--- config.mk ---
export PLATFORM = sky130hd
export DESIGN_NAME = deskew_stream_buffer
export DESIGN_NICKNAME = d
export VERILOG_FILES = /design/src/rtl/deskew_stream_buffer.sv
export SDC_FILE = /design/constraint.sdc
export NUM_CORES = 1
export LEC_CHECK = 0
export CELL_PAD_IN_SITES_DETAIL_PLACEMENT = 0
export CELL_PAD_IN_SITES_GLOBAL_PLACEMENT = 1
export CORE_MARGIN = 3
export CORE_UTILIZATION = 37
export CTS_CLUSTER_DIAMETER = 30
export DETAILED_ROUTE_END_ITERATION = 6
export GPL_TIMING_DRIVEN = 0
export HOLD_SLACK_MARGIN = 0.02
export PLACE_DENSITY = 0.75
export SLEW_MARGIN = 20
export SYNTH_ARGS = -nofsm -noshare
export SYNTH_HDL_FRONTEND = slang
export SYNTH_SLANG_ARGS = --single-unit
export TNS_END_PERCENT = 20
--- constraint.sdc ---
create_clock -name clk -period 1.3 [get_ports clk]
set_input_delay 0.195 -clock clk [delete_from_list [all_inputs] [get_ports clk]]
set_output_delay 0.195 -clock clk [all_outputs]
set_load 0.01 [all_outputs]
--- src/rtl/deskew_stream_buffer.sv ---
// Mode-selectable skew/deskew lane buffer for systolic array edges: per-lane delay
// chains with parallel valid chains, stall/clear control, tile row counting, misalign flag.
module deskew_stream_buffer #(
    parameter int N         = 4,
    parameter int WIDTH     = 32,
    parameter int MODE      = 0,
    parameter int TILE_ROWS = 4,
    localparam int CW       = $clog2(TILE_ROWS)
) (
    input  logic             clk,
    input  logic             reset,
    input  logic             enable,
    input  logic             clr,
    input  logic [WIDTH-1:0] col_input  [0:N-1],
    input  logic [N-1:0]     in_valid,
    output logic [WIDTH-1:0] col_output [0:N-1],
    output logic [N-1:0]     out_valid,
    output logic             row_valid,
    output logic             tile_last,
    output logic [CW-1:0]    tile_count,
    output logic             align_err
);

    logic [WIDTH-1:0] w_tail_d [0:N-1];
    logic [N-1:0]     w_tail_v;
    logic             w_row;
    logic             w_mis;
    logic             w_wrap;

    for (genvar gi = 0; gi < N; gi++) begin : g_lane
        localparam int D = (MODE == 0) ? (N - 1 - gi) : gi;

        if (D == 0) begin : g_direct
            assign w_tail_d[gi] = col_input[gi];
            assign w_tail_v[gi] = in_valid[gi];
        end else begin : g_chain
            logic [WIDTH-1:0] r_d [0:D-1];
            logic [D-1:0]     r_v;

            always_ff @(posedge clk or negedge reset) begin
                if (!reset) begin
                    for (int unsigned k = 0; k < D; k++) r_d[k] <= '0;
                    r_v <= '0;
                end else if (clr) begin
                    for (int unsigned k = 0; k < D; k++) r_d[k] <= '0;
                    r_v <= '0;
                end else if (enable) begin
                    r_d[0] <= col_input[gi];
                    r_v[0] <= in_valid[gi];
                    for (int unsigned k = 1; k < D; k++) begin
                        r_d[k] <= r_d[k-1];
                        r_v[k] <= r_v[k-1];
                    end
                end
            end

            assign w_tail_d[gi] = r_d[D-1];
            assign w_tail_v[gi] = r_v[D-1];
        end
    end

    // Row/misalign decisions use the valids about to enter the output stage,
    // so the flags register in the same edge as the data they describe.
    always_comb begin
        w_row = 1'b0;
        w_mis = 1'b0;
        if (MODE == 0) begin
            w_row = &w_tail_v;
            w_mis = (|w_tail_v) && !(&w_tail_v);
        end else begin
            w_row = w_tail_v[N-1];
        end
    end

    assign w_wrap = (tile_count == CW'(TILE_ROWS - 1));

    always_ff @(posedge clk or negedge reset) begin
        if (!reset) begin
            for (int unsigned i = 0; i < N; i++) col_output[i] <= '0;
            out_valid  <= '0;
            row_valid  <= 1'b0;
            tile_last  <= 1'b0;
            tile_count <= '0;
            align_err  <= 1'b0;
        end else if (clr) begin
            for (int unsigned i = 0; i < N; i++) col_output[i] <= '0;
            out_valid  <= '0;
            row_valid  <= 1'b0;
            tile_last  <= 1'b0;
            tile_count <= '0;
            align_err  <= 1'b0;
        end else if (enable) begin
            for (int unsigned i = 0; i < N; i++) col_output[i] <= w_tail_d[i];
            out_valid <= w_tail_v;
            row_valid <= w_row;
            tile_last <= w_row && w_wrap;
            if (w_row) tile_count <= w_wrap ? '0 : tile_count + 1'b1;
            if (w_mis) align_err <= 1'b1;
        end else begin
            // Stalled: data holds but event strobes drop so a held row is not recounted.
            out_valid <= '0;
            row_valid <= 1'b0;
            tile_last <= 1'b0;
        end
    end

endmodule

# Yosys cells after proc, flatten, opt, wreduce, memory -nomap -nowiden
# Cells that the tools add are included.
[totals]
regBits = 335
latchBits = 0
ramBits = 0
rom_bits = 0
out_inout_bits = 137
elab_cells = 57
n_memories = 0
[classes]
n_addsub = 1
n_mul = 0
n_div = 0
magnitude_cmp = 0
eq_ne = 1
n_shift = 0
mux = 27
bitwise_logic = 0
reduce_logical = 10
[ops]
columns = ["cell", "n"]
rows = [
  ["2-to-1 mux 128 bit", 2],
  ["2-to-1 mux 96 bit", 2],
  ["2-to-1 mux 64 bit", 2],
  ["2-to-1 mux 32 bit", 2],
  ["2-to-1 mux 2 bit", 6],
  ["2-to-1 mux 1 bit", 9],
  ["2-to-1 mux 4 bit", 2],
  ["2-to-1 mux 3 bit", 2],
  ["nonzero test 2 bit", 3],
  ["AND reduction 2 bit", 2],
  ["AND reduction 4 bit", 1],
  ["OR reduction 4 bit", 1],
  ["adder 2 x 1 -> 2 bit, second input constant", 1],
  ["equality test 2 bit, second input constant", 1],
  ["logical AND 1 bit", 2],
  ["zero test 1 bit", 1],
]

# Longest topological paths before layout
[depth]
depth_word = 6
depth_mapped = 5
depth_no_buf = 3

# Worst setup path before layout
# No wires, ideal clock.
[synth_timing]
path_type = "register -> register"
from = "register g_lane[2].g_chain.r_v"
to = "register align_err"
setup_ns = 0.132
arrival_time_ns = 1.092
required_ns = 1.168
setup_slack_ns = 0.077
path_stages_with_launch = 4
period_less_slack_ns = 1.223
cell_sequence = "dfrtp_1 > or4_1 > a31oi_1 > nor2_1"
[synth_between]
elab_chain_cells = 5
word_cells_on_any_way = 6
[synth_lines]
columns = ["item", "line_no", "text"]
rows = [
  ["start, declared", "38", "logic [D-1:0] r_v;"],
  ["start signal, assigned by index", "52", "r_v[k] <= r_v[k-1];"],
  ["AND reduction 4 bit", "69", "w_mis = (|w_tail_v) && !(&w_tail_v);"],
  ["zero test 1 bit", "69", ""],
  ["logical AND 1 bit (*)", "69", ""],
  ["nonzero test 2 bit (no source line) (*)", "n/a", ""],
  ["AND reduction 2 bit (no source line) (*)", "n/a", ""],
  ["end signal, assigned", "84", "align_err <= 1'b0;"],
  ["end signal, assigned", "91", "align_err <= 1'b0;"],
  ["end signal, assigned", "98", "if (w_mis) align_err <= 1'b1;"],
  ["end, declared", "21", "output logic align_err"],
]
# Every way passes the cells marked *; elsewhere a longest branch is shown, timed or not.
# A chain may end at the register's enable or synchronous reset.

# Worst setup path in the final report
[layout_timing]
from = "register col_output[110] in the netlist's numbering"
to = "output port col_output[110] in the netlist's numbering"
[layout_rtl]
columns = ["item", "line_no", "text"]
rows = [
  ["start, declared", "16", "output logic [WIDTH-1:0] col_output [0:N-1],"],
]
# No word-level cell between the ends.

==> results by group <==
Status
  – Status: finished, violations left
  – Violated checks: setup timing

Detailed routing
  – Vias per cell: 4.71
  – Final wirelength: 35.7 mm
  – ANT nets after route: 0
  – Via count: 9,289
  – Router iterations before antenna repair: 4
  – DRC violations left: 0
  – DRT iter0 DRCs: 504
  – DR WL/cell: 18.1 um

Global route
  – GRT overflow: 0
  – Initial antenna violation count: 1
  – Largest net degree at the start of global routing: 87
  – First-pass GRT wire length: 56.0 mm
  – GRT Util Overall: 0.183
  – Number of global-route vias before repair: 9,772

Floorplan
  – Die area: 39,100 um^2
  – Die Span X: 198 um
  – Initial cell density of the core: 0.379
  – Row count: 69
  – I/O pins: 273
  – DIE HEIGHT: 198 um
  – Placeable Area: 35,900 um^2

Worst setup path
  – R2R depth: 3
  – Setup crit end kind: output pin
  – CP startpoint kind: register
  – WP buf/inv: 1
  – WP data required: 1.11 ns
  – R2R Path Start: g_lane[1].g_chain.r_v[1]
  – CP max stage cell: dfrtp_1
  – Crit-path cells: buf_2
  – Max incr delay on CP: 0.42 ns
  – Critical-path maximum fanout: 2
  – CP top delay family: flip-flops
  – R2R Setup Slk: 0.03 ns
  – WP data arrival: 1.14 ns
  – Reg2Reg Capture Point: align_err
  – WS Path Type: register to output pin

Synth
  – Register area share after synthesis: 0.616
  – Synth top area share: 0.616
  – Synth unique cells: 22
  – Warnings, synthesis: 0
  – Synthesized instance count: 1,081
  – Area contributors post-synth: dfrtp_1 (62%), mux2i_1 (24%), nor2_1 (9.0%)
  – Synth area leader: dfrtp_1
  – Synth Register Bits: 335
  – Avg Inst Size Synth: 12.6 um^2
  – Synthesized Nets: 1,218
  – Area of the mapped netlist: 13,600 um^2

Timing
  – RSZ-0062 raised after global routing: yes
  – Relative slew slack: 0.484
  – Tmin final: 1.33 ns
  – Fin crit share: 1.02
  – F_max: 751 MHz
  – Final Skew: 0.0103 ns
  – Slew Viols, Final: 0
  – Number of setup violations in the final report: 9
  – Min setup slack post-route: -0.0320 ns
  – Final count of hold timing violations: 0
  – Slew @ Worst Pin: 0.774 ns

Placement
  – Half-perimeter wire length after placement: 23.7 mm
  – Placed cell area: 17,000 um^2
  – Port bufs: 270
  – Placement Setup Slack: -0.385 ns
  – Placer congestion estimate: 0.747

Clocking
  – Worst-skew pair later-pin latency: 0.56 ns
  – Clock transition at path regs: 0.05 ns
  – Clock sink total: 335
  – Clk buf depth: 3
  – CTS tree: done
  – Num CTS Buffers: 78
  – H-tree Lvls: 3
  – Clk root buf: clkbuf_16

Hold path
  – Worst hold path class: input pin to async pin

Pwr
  – Net Switching: 0.00749 W
  – PD cells: 1740 nW/um^2
  – Leak: 10.2 nW
  – Peak VDD IR: 0.990 mV
  – Switching share of power: 0.220
  – Flop pwr share: 0.325
  – Tot Pwr: 0.0340 W
  – Clk pwr share: 0.607
  – Combinational Power Share: 0.068
  – Int Pwr: 0.0265 W

Layout
  – Synth-to-layout area growth: 43.4%
  – Share of cells above drive strength 1: 0.232
  – Layout net count: 1,585
  – Post-route cell area: 19,500 um^2
  – Antenna cells: 0

Run
  – Max Cap Viol: 0
-- sequential cells by signal, indices dropped and copies added, names as in the netlist --
| register | flops |
|---|---|
| g_lane.g_chain.r_d | 192 |
| col_output | 128 |
| g_lane.g_chain.r_v | 6 |
| out_valid | 4 |
| tile_count | 2 |
| align_err | 1 |
| row_valid | 1 |
| tile_last | 1 |
-- cell type report --
cell class	count	area, um^2
well taps	461	577
flip-flops and latches	335	8380
plain buffers	74	622
multi-input cells	671	4610
clock inverters	47	704
fillers	3118	16400
inverters	1	3.75
repair buffers	287	2500
clock buffers	95	2120
-- repair_timing --
action,in CTS,in global routing
resized for setup,586,18
buffers inserted,6,3
gates cloned,0,1
hold endpoints to repair,186,0
hold buffers,3,0
pin swaps,1,1
setup endpoints to repair,138,188
-- routing by layer --
layer	routed length, um	GRT usage
met1	16400	0.255
met2	16500	0.281
met5	15	0
met3	2200	0.0466
met4	608	0.0600
-- cell usage in the layout, fill, tap and decap left out, types with 8 or more instances in the layout --
master             n
nor2_1           328
buf_2            120
clkbuf_1          18
buf_6             65
bufinv_16         15
mux2i_1          326
buf_8             12
dfrtp_1          335
clkbuf_16         80
clkinvlp_4        12
buf_4             10
clkbuf_8           8
clkdlybuf4s50_1  132
-- worst max path at each step --
stage	start	to	slack (ns)	cells after the start
CTS	col_output[107]	col_output[107]	-0.08	1
floorplan	g_lane[2].g_chain.r_v	align_err	0.08	3
finish	col_output[110]	col_output[110]	-0.03	1
global route	col_output[110]	col_output[110]	-0.06	1
global placement	reset	col_output[113]	-14.84	1
detailed placement	clr	col_output[110]	-0.38	4
-- synth_stat cells (all sizes together) --
cell type,n
inv,1
ha,1
or4,1
nor3,1
a21oi,2
dfrtp,335
nor2,328
or3,1
buf,64
nand4,1
and2,5
and4,1
mux2i,326
o21ai,2
nand3,1
a31oi,1
clkbuf,10
-- metrics by stage --
stage / TNS, ns / hold slack, ns / util / instances
5_1_grt: -2.17 / 0.0763 / 0.544 / 1971
3_3_place_gp: -5017.93 / 0.484 / 0.470 / 1812
3_5_place_dp: -62.43 / 0.0548 / 0.473 / 1816
4_1_cts: -1.45 / 0.0404 / 0.540 / 1967
2_1_floorplan: 0 / -0.101 / - / 1081
6_report: -0.145 / 0.0704 / 0.544 / 1971
-- cell families (layout without fill, tap and decap cells) --
group           count (synthesis)  in the layout  share of synthesized area
flops                         335            335                      0.616
mux                           326            326                      0.240
compound gates                  5              5                    0.00193
fa+ha+maj                       1              1                   0.000919
simple gates                  339            339                     0.0958
buf+inv                        75            504                     0.0457
-- power by group through the flow --
stage	Combinational, W	Clock, W	Sequential [W]
after global placement	0.00232	0	0.0112
after CTS	0.00234	0.0211	0.0111
after detailed placement	0.00240	0	0.0112
after global routing	0.00254	0.0217	0.0111
after floorplan	0.00112	0	0.0112
final	0.00232	0.0207	0.0111
Note: power is estimated with default switching activity, not from simulation.
